### config.mk
export PLATFORM = sky130hd
export DESIGN_NAME = accum_loader
export DESIGN_NICKNAME = d
export VERILOG_FILES = /design/src/rtl/accum_pkg.sv /design/src/rtl/accum_addr_ctr.sv /design/src/rtl/accum_loader.sv
export SDC_FILE = /design/constraint.sdc
export NUM_CORES = 1
export LEC_CHECK = 0
export ABC_AREA = 0
export BUFFER_PORTS_ARGS = -buffer_cell sky130_fd_sc_hd__buf_2
export CORE_AREA = 2 2 147 149
export CTS_BUF_LIST = sky130_fd_sc_hd__clkbuf_2 sky130_fd_sc_hd__clkbuf_4 sky130_fd_sc_hd__clkbuf_8
export DETAILED_ROUTE_END_ITERATION = 10
export DIE_AREA = 0 0 149 151
export MAX_ROUTING_LAYER = met4
export SLEW_MARGIN = 20
export SYNTH_ARGS = -nofsm -noshare
export SYNTH_HDL_FRONTEND = slang
export SYNTH_SLANG_ARGS = --single-unit
### constraint.sdc
create_clock -name clk -period 2 [get_ports clk]
set_clock_uncertainty 0.15 [all_clocks]
set_input_delay 0.4 -clock clk [delete_from_list [all_inputs] [get_ports clk]]
set_output_delay 0.4 -clock clk [all_outputs]
set_load 0.02 [all_outputs]
### src/rtl/accum_pkg.sv
// rtl/accum_pkg.sv - shared state encoding, word type and depth default for accum_loader
package accum_pkg;
    localparam int DEPTH_DEFAULT = 1000;

    typedef logic signed [63:0] word_t;

    typedef enum logic [2:0] {
        ST_IDLE,
        ST_LOAD,
        ST_FILL,
        ST_KICK,
        ST_WAIT,
        ST_DONE
    } state_t;
endpackage

### src/rtl/accum_addr_ctr.sv
// rtl/accum_addr_ctr.sv - array address counter with clear, increment and terminal flag at DEPTH-1
module accum_addr_ctr #(
    parameter int DEPTH = 1000,
    parameter int AW    = 10
) (
    input  logic        clk,
    input  logic        rst,
    input  logic        clr,
    input  logic        inc,
    output logic [AW:0] count,
    output logic        term
);
    localparam logic [AW:0] LAST  = (AW+1)'(DEPTH - 1);
    localparam logic [AW:0] LIMIT = (AW+1)'(DEPTH);

    // Saturates at DEPTH so the count can report a full array but never run past it.
    always_ff @(posedge clk) begin
        if (rst || clr) begin
            count <= '0;
        end else if (inc && (count != LIMIT)) begin
            count <= count + 1'b1;
        end
    end

    assign term = (count == LAST);
endmodule

### src/rtl/accum_loader.sv
// rtl/accum_loader.sv - streams words into a downstream array, kicks it and reports its result (ACCUM_LOADER_ZEROFILL_EN adds zero-fill)
module accum_loader
    import accum_pkg::*;
#(
    parameter int DEPTH = DEPTH_DEFAULT,
    parameter int AW    = 10
) (
    input  logic               clk,
    input  logic               rst,
    input  logic               start,
    input  logic [AW-1:0]      cfg_init_i,
    input  logic signed [63:0] cfg_init_acc,
    input  logic               in_valid,
    output logic               in_ready,
    input  logic signed [63:0] in_data,
    input  logic               in_last,
    output logic               controlArr,
    output logic               controlArrWEnable_a,
    output logic [AW-1:0]      controlArrAddr_a,
    output logic [63:0]        controlArrWData_a,
    input  logic [63:0]        controlArrRData_a,
    output logic               r_enable,
    output logic [AW-1:0]      init_i,
    output logic signed [63:0] init_acc,
    input  logic               w_enable,
    input  logic               result,
    output logic               busy,
    output logic               done_valid,
    output logic               done_result,
    output logic [AW:0]        done_count
);
    state_t      state, state_n;
    logic        ctr_clr, ctr_inc, ctr_term, load_exit;
    logic [AW:0] ctr_count, words;
    logic        unused_rdata;

    // The array is write-only from here; read data is deliberately not consumed.
    assign unused_rdata = ^controlArrRData_a;

    accum_addr_ctr #(.DEPTH(DEPTH), .AW(AW)) u_ctr (
        .clk   (clk),
        .rst   (rst),
        .clr   (ctr_clr),
        .inc   (ctr_inc),
        .count (ctr_count),
        .term  (ctr_term)
    );

`ifdef ACCUM_LOADER_ZEROFILL_EN
    // Fill keeps advancing the counter, so the stream length is frozen at load exit.
    logic [AW:0] stream_cnt;

    always_ff @(posedge clk) begin
        if (rst) begin
            stream_cnt <= '0;
        end else if (load_exit) begin
            stream_cnt <= ctr_count + 1'b1;
        end
    end

    assign words = stream_cnt;
`else
    assign words = ctr_count;
`endif

    always_ff @(posedge clk) begin
        if (rst) begin
            state       <= ST_IDLE;
            init_i      <= '0;
            init_acc    <= '0;
            done_result <= 1'b0;
            done_count  <= '0;
        end else begin
            state <= state_n;
            if ((state == ST_IDLE) && start) begin
                init_i   <= cfg_init_i;
                init_acc <= cfg_init_acc;
            end
            if ((state == ST_WAIT) && w_enable) begin
                done_result <= result;
                done_count  <= words;
            end
        end
    end

    always_comb begin
        state_n             = state;
        busy                = (state != ST_IDLE);
        in_ready            = 1'b0;
        controlArr          = 1'b0;
        controlArrWEnable_a = 1'b0;
        controlArrAddr_a    = ctr_count[AW-1:0];
        controlArrWData_a   = '0;
        r_enable            = 1'b0;
        done_valid          = 1'b0;
        ctr_clr             = 1'b0;
        ctr_inc             = 1'b0;
        load_exit           = 1'b0;
        case (state)
            ST_IDLE: begin
                if (start) begin
                    state_n = ST_LOAD;
                    ctr_clr = 1'b1;
                end
            end
            ST_LOAD: begin
                in_ready          = 1'b1;
                controlArr        = 1'b1;
                controlArrWData_a = in_data;
                if (in_valid) begin
                    controlArrWEnable_a = 1'b1;
                    ctr_inc             = 1'b1;
                    if (in_last || ctr_term) begin
                        load_exit = 1'b1;
`ifdef ACCUM_LOADER_ZEROFILL_EN
                        state_n   = ctr_term ? ST_KICK : ST_FILL;
`else
                        state_n   = ST_KICK;
`endif
                    end
                end
            end
`ifdef ACCUM_LOADER_ZEROFILL_EN
            ST_FILL: begin
                controlArr          = 1'b1;
                controlArrWEnable_a = 1'b1;
                ctr_inc             = 1'b1;
                if (ctr_term) begin
                    state_n = ST_KICK;
                end
            end
`endif
            ST_KICK: begin
                r_enable = 1'b1;
                state_n  = ST_WAIT;
            end
            ST_WAIT: begin
                if (w_enable) begin
                    state_n = ST_DONE;
                end
            end
            ST_DONE: begin
                done_valid = 1'b1;
                state_n    = ST_IDLE;
            end
            default: state_n = ST_IDLE;
        endcase
    end
endmodule

## Yosys cells after proc, flatten, opt, wreduce, memory -nomap -nowiden

Index checks and enable logic that the tools add are counted.

- Output and inout bits: 166
- Register bits: 100
- Word-level logic and storage cells: 38
- Input bits: 209

- Multiplexer cells: 13
- Reduce and logical (&&, ||, !) cells: 8
- Equal/unequal tests: 10
- $add $sub $neg: 1

Operator list:

| kind | count |
|---|---|
| 64-bit 2-to-1 mux | 1 |
| 3-bit 2-to-1 mux | 4 |
| 3-bit case mux with 4 select lines | 1 |
| 11-bit by 1-bit adder with 11-bit output, second input constant | 1 |
| 11-bit by 10-bit equality test with 1-bit output, second input constant | 1 |
| 11-bit by 10-bit != test with 1-bit output, second input constant | 1 |
| 2-bit != test, second input constant | 4 |
| 1-bit 2-to-1 mux | 7 |
| 3-bit equality test, second input constant | 2 |
| 4-bit AND reduction | 1 |
| 3-bit by 1-bit equality test with 1-bit output, second input constant | 1 |
| 3-bit by 2-bit equality test with 1-bit output, second input constant | 1 |
| 1-bit logical AND | 3 |
| 3-bit logical NOT | 1 |
| 3-bit nonzero test | 1 |
| 1-bit logical OR | 2 |

## Depth between registers and ports, before layout

- Depth in word-level cells: 5
- Depth in mapped cells: 7
- Mapped depth without buffers: 6

## By module

Synthesis repeated with hierarchy kept, for this count alone.

- Cells, all modules: 535
- Area total of the unflattened synthesis: 5071.1 µm²

By module, submodules not included:

| module | area an instance (µm²) | cells each | sequential area each (µm²) | instances |
|---|---|---|---|---|
| accum_loader | 4480.5 | 466 | 1781.7 | 1 |
| accum_addr_ctr | 590.6 | 69 | 220.2 | 1 |

## Worst setup path after synthesis

Ideal clock, no wire load.

- Kind: register to output
- Start point: register state[0]
- End point: output controlArrWData_a[14]
- Data arrival time: 1.370 ns
- Setup slack: 0.080 ns
- Path buffers: 3
- Required time: 1.450 ns
- Stages on the path, launching flop included: 6
- Cells stage by stage: dfxtp_1 > buf_2 > nor3b_2 > clkbuf_1 > clkbuf_1 > and2_1

- Word-level cells in the longest chain between the ends: 2

Ends and longest elaborated chain:

| element | line | source |
|---|---|---|
| start, declared | accum_loader.sv:32 | `state_t state, state_n;` |
| start signal, assigned | accum_loader.sv:74 | `state <= state_n;` |
| 3-bit by 1-bit equality test with 1-bit output | accum_loader.sv:99 | `case (state)` |
| 64-bit 2-to-1 mux | accum_loader.sv:99 |  |
| end, declared | accum_loader.sv:20 | `output logic [63:0] controlArrWData_a,` |

No other way between the ends.

## Worst setup path after layout

- Start point: register state[2]
- End point: output controlArrWData_a[29]

The elaborated chain is that of the path after synthesis.

==> run_results.csv <==
group,metric,value,unit
run_status,outcome,"complete, but fails checks",
run_status,violations,"setup timing",
clocking,inserted_clock_buffers,9,
cells_and_area,ff_latch_area,0.00201,mm2
sta,setup-violations-final,66,
hold_path,hold_path.class,"in -> reg",
cells_and_area,area_growth,63.1,%
sta,maxSlewViolCount,0,
synthesis,synthMostInstantiatedCell,"sky130_fd_sc_hd__nand2_1",
setup_path,timing.critical_path.depth,6,
synthesis,ys_async_sr_fraction,0,%
cells_and_area,area_taken_by_multi_input_logic_gates,0.00206,mm2
global_route,number_of_antenna_violations_at_the_first_check_in_global_routing,9,
sta,timing.final.ws_setup,-0.193,ns
route,initialDrtViolationCount,161,
global_route,grt_pass1_vias,4311,
global_route,grt_first_pass_wirelength,25100,um
global_route,gr_overflow_total,0,
setup_path,timing_worst_setup_path_type,"reg -> out",
synthesis,ys_top_cells_by_area,"sky130_fd_sc_hd__dfxtp_1, sky130_fd_sc_hd__nand2_1, sky130_fd_sc_hd__a21oi_1",
setup_path,cpLargestDelayFamily,"buffers and inverters",
die,rows,53,
setup_path,cp_required,1.45,ns
clocking,ctsRootBufferMaster,"sky130_fd_sc_hd__clkbuf_8",
setup_path,max_stage_delay,0.38,ns
power_and_ir_drop,total_leakage_power,3.29,nW
clocking,clock_sink_count,100,
global_route,grt_max_degree,66,
route,avgViaCountPerCell,4.14,
synthesis,synthesis_warnings,0,
power_and_ir_drop,max_ir_drop_vdd,0.000329,V
hold_path,hp-start,"cfg_init_acc[43]",
synthesis,synth_seq_area_share,47.3,%
setup_path,end_kind,"primary output",
synthesis,postSynthNetCount,760,
die,die-area,0.0225,mm2
clocking,cts.clk_slew.worst_paths,0.11,ns
synthesis,synth_largest_type_area_fraction,47.3,%
global_route,grt_use_total,15.1,%
synthesis,synthesis.area,0.00424,mm2
sta,post-route-min-period,2.19,ns
setup_path,depth_of_the_worst_register_to_register_path,7,
setup_path,path_max_fanout,9,
die,start_util,20.3,%
clocking,post_cts_hold_buffer_count,0,
clocking,clock_tree_from_tritoncts,"yes",
setup_path,worstSetupStartpoint,"state[2]",
clocking,clkLatencyLatePin,0.38,ns
sta,hold_viol_final,0,
synthesis,ys_dominant_reg_cell,"sky130_fd_sc_hd__dfxtp_1",
route,num_vias,4695,
sta,worst-slew-pin-transition,0.525,ns
clocking,cts_buffer_depth,2,
setup_path,cp_slowest_cell,"sky130_fd_sc_hd__dfxtp_4",
setup_path,crit_arrival,1.64,ns
route,routed_wire_length_per_instance,15.4,um
placed_design,placed_cells,1099,
route,drtAntennaViolNets,0,
run,max_cap_viol_count,0,
setup_path,worstPathCellList,"nor3b_4, buf_6, buf_12, buf_16, and2_4, buf_6",
cells_and_area,fin_cells,1134,
hold_path,worstHoldPathCells,3,
synthesis,synth_edf_count,0,
placed_design,port_buffers,310,
power_and_ir_drop,power_density_of_the_placed_cells,737,mW/mm2
synthesis,synth_cells,549,
route,drt_pre_antenna_iters,4,
die,standard_cell_core_area,0.0208,mm2
sta,grt_setup_unrepaired,"yes",
synthesis,synth_area_leader_cell,"sky130_fd_sc_hd__dfxtp_1",
cells_and_area,nFillCells,2288,
cells_and_area,layout_cell_share_with_drive_strength_beyond_1,47.7,%
setup_path,critical_path.n_buffers_inverters,4,
placed_design,hpwl,12800,um
cells_and_area,final_net_count,1058,
clocking,h-tree-depth,3,
route,post-route-drc-count,0,
placed_design,globalplace.congestion,0.781,
sta,fin_crit_sh,110,%
synthesis,postSynthAreaPerCell,7.71,um2
synthesis,synthTopCellsByCount,"sky130_fd_sc_hd__nand2_1, sky130_fd_sc_hd__dfxtp_1, sky130_fd_sc_hd__a21oi_1",
power_and_ir_drop,fin_total_pwr,5.09,mW
sta,maxClockFrequency,456,MHz
synthesis,ys_ff_latch,100,
route,postRouteWirelength,17400,um
setup_path,most_used_cell_along_the_critical_path,"sky130_fd_sc_hd__buf_6",
die,top_level_ports,375,
die,die_w,149,um
setup_path,r2r_start,"state[1]",
setup_path,timing.critical_path.from_type,"flip-flop",
sta,max_slew_margin,64.9,%
die,die-height,151,um
setup_path,r2r_setup_slack,0.15,ns
synthesis,synth.lib_cells_used.distinct,36,
==> tightest hold or removal path: cells and delay by family <==
| kind | cells | cell delay (ns) |
|---|---|---|
| buffers and inverters | 1 | 0.10 |
| AOI/OAI and AO/OA | 1 | 0.05 |
| and+or+nand+nor | 1 | 0.04 |
==> per-layer routing <==
metal,part of all wire [%],track usage [%]
met2,45,22.5
met1,46,19.7
met3,8.0,5.00
met4,1.7,4.00
met5,0,-
==> worst paths after layout <==
| kind | end |
|---|---|
| min | init_acc[43] |
| max | controlArrWData_a[29] |
| min reg2reg | init_acc[22] |
| max reg2reg | u_ctr.count[9] |
==> area by class of cell <==
type,instances,share of cell area (%)
Inverter,5,0.380
Antenna cell,7,0.254
Timing Repair Buffer,339,32.1
Tap cell,275,4.98
Sequential cell,100,29.1
Multi-Input combinational cell,392,29.8
Clock inverter,7,1.59
Clock buffer,9,1.79
==> layout by cell type (no fill, tap or decap), drive strengths merged, types with 3 or more instances in the layout <==
cell type | netlist | layout
clkbuf | 24 | 11
buf | 28 | 337
nand2 | 181 | 181
nand3 | 6 | 6
diode | 0 | 7
nand4 | 3 | 3
clkinv | 0 | 3
a21oi | 90 | 90
xnor2 | 4 | 4
inv | 5 | 6
dfxtp | 100 | 100
nor2 | 14 | 14
and2 | 65 | 65
nor4 | 4 | 4
xor2 | 4 | 4
==> where the power goes <==
part	total, mW	internal [mW]	switching, mW
Combinational	1.43	0.640	0.792
Clock	1.51	0.724	0.786
Sequential	2.15	2.10	0.0513
Total	5.09	3.46	1.63
==> metrics by stage <==
step / setup TNS [ns] / worst slack [ns] / hold WS [ns] / cell area (um2) / util [%]
final: -9.48 / -0.193 / 0.0910 / 6910 / 33.2
after global routing: -14.50 / -0.259 / 0.0614 / 6910 / 33.2
after CTS: -11.16 / -0.194 / 0.0562 / 6840 / 32.9
after detailed placement: 0 / 0.118 / 0.293 / 6040 / 29.0
after global placement: 0 / 0.137 / 0.289 / 6040 / 29.0
after floorplan: 0 / 0.0799 / 0.303 / 4240 / -
==> state kept, by name, summed over array words and instances, names as in the netlist <==
name,count
done_result,1
init_i,10
u_ctr.count,11
init_acc,64
state,3
done_count,11
==> cells by family after synthesis <==
family                   share of synthesized area, %
AO/OA/AOI/OAI                                    11.3
XOR/XNOR                                         1.65
adder cells (fa/ha/maj)                         0.591
buffers and inverters                            7.06
flip-flops                                       47.3
multiplexers                                    0.473
AND/OR/NAND/NOR                                  31.6
==> repair_timing <==
item,CTS,global route
pin swaps,2,9
cloned,4,1
setup buffers,8,0
setup endpoints to repair,68,69
resized for setup,132,20
No activity file was read; power rests on OpenSTA's default activity.
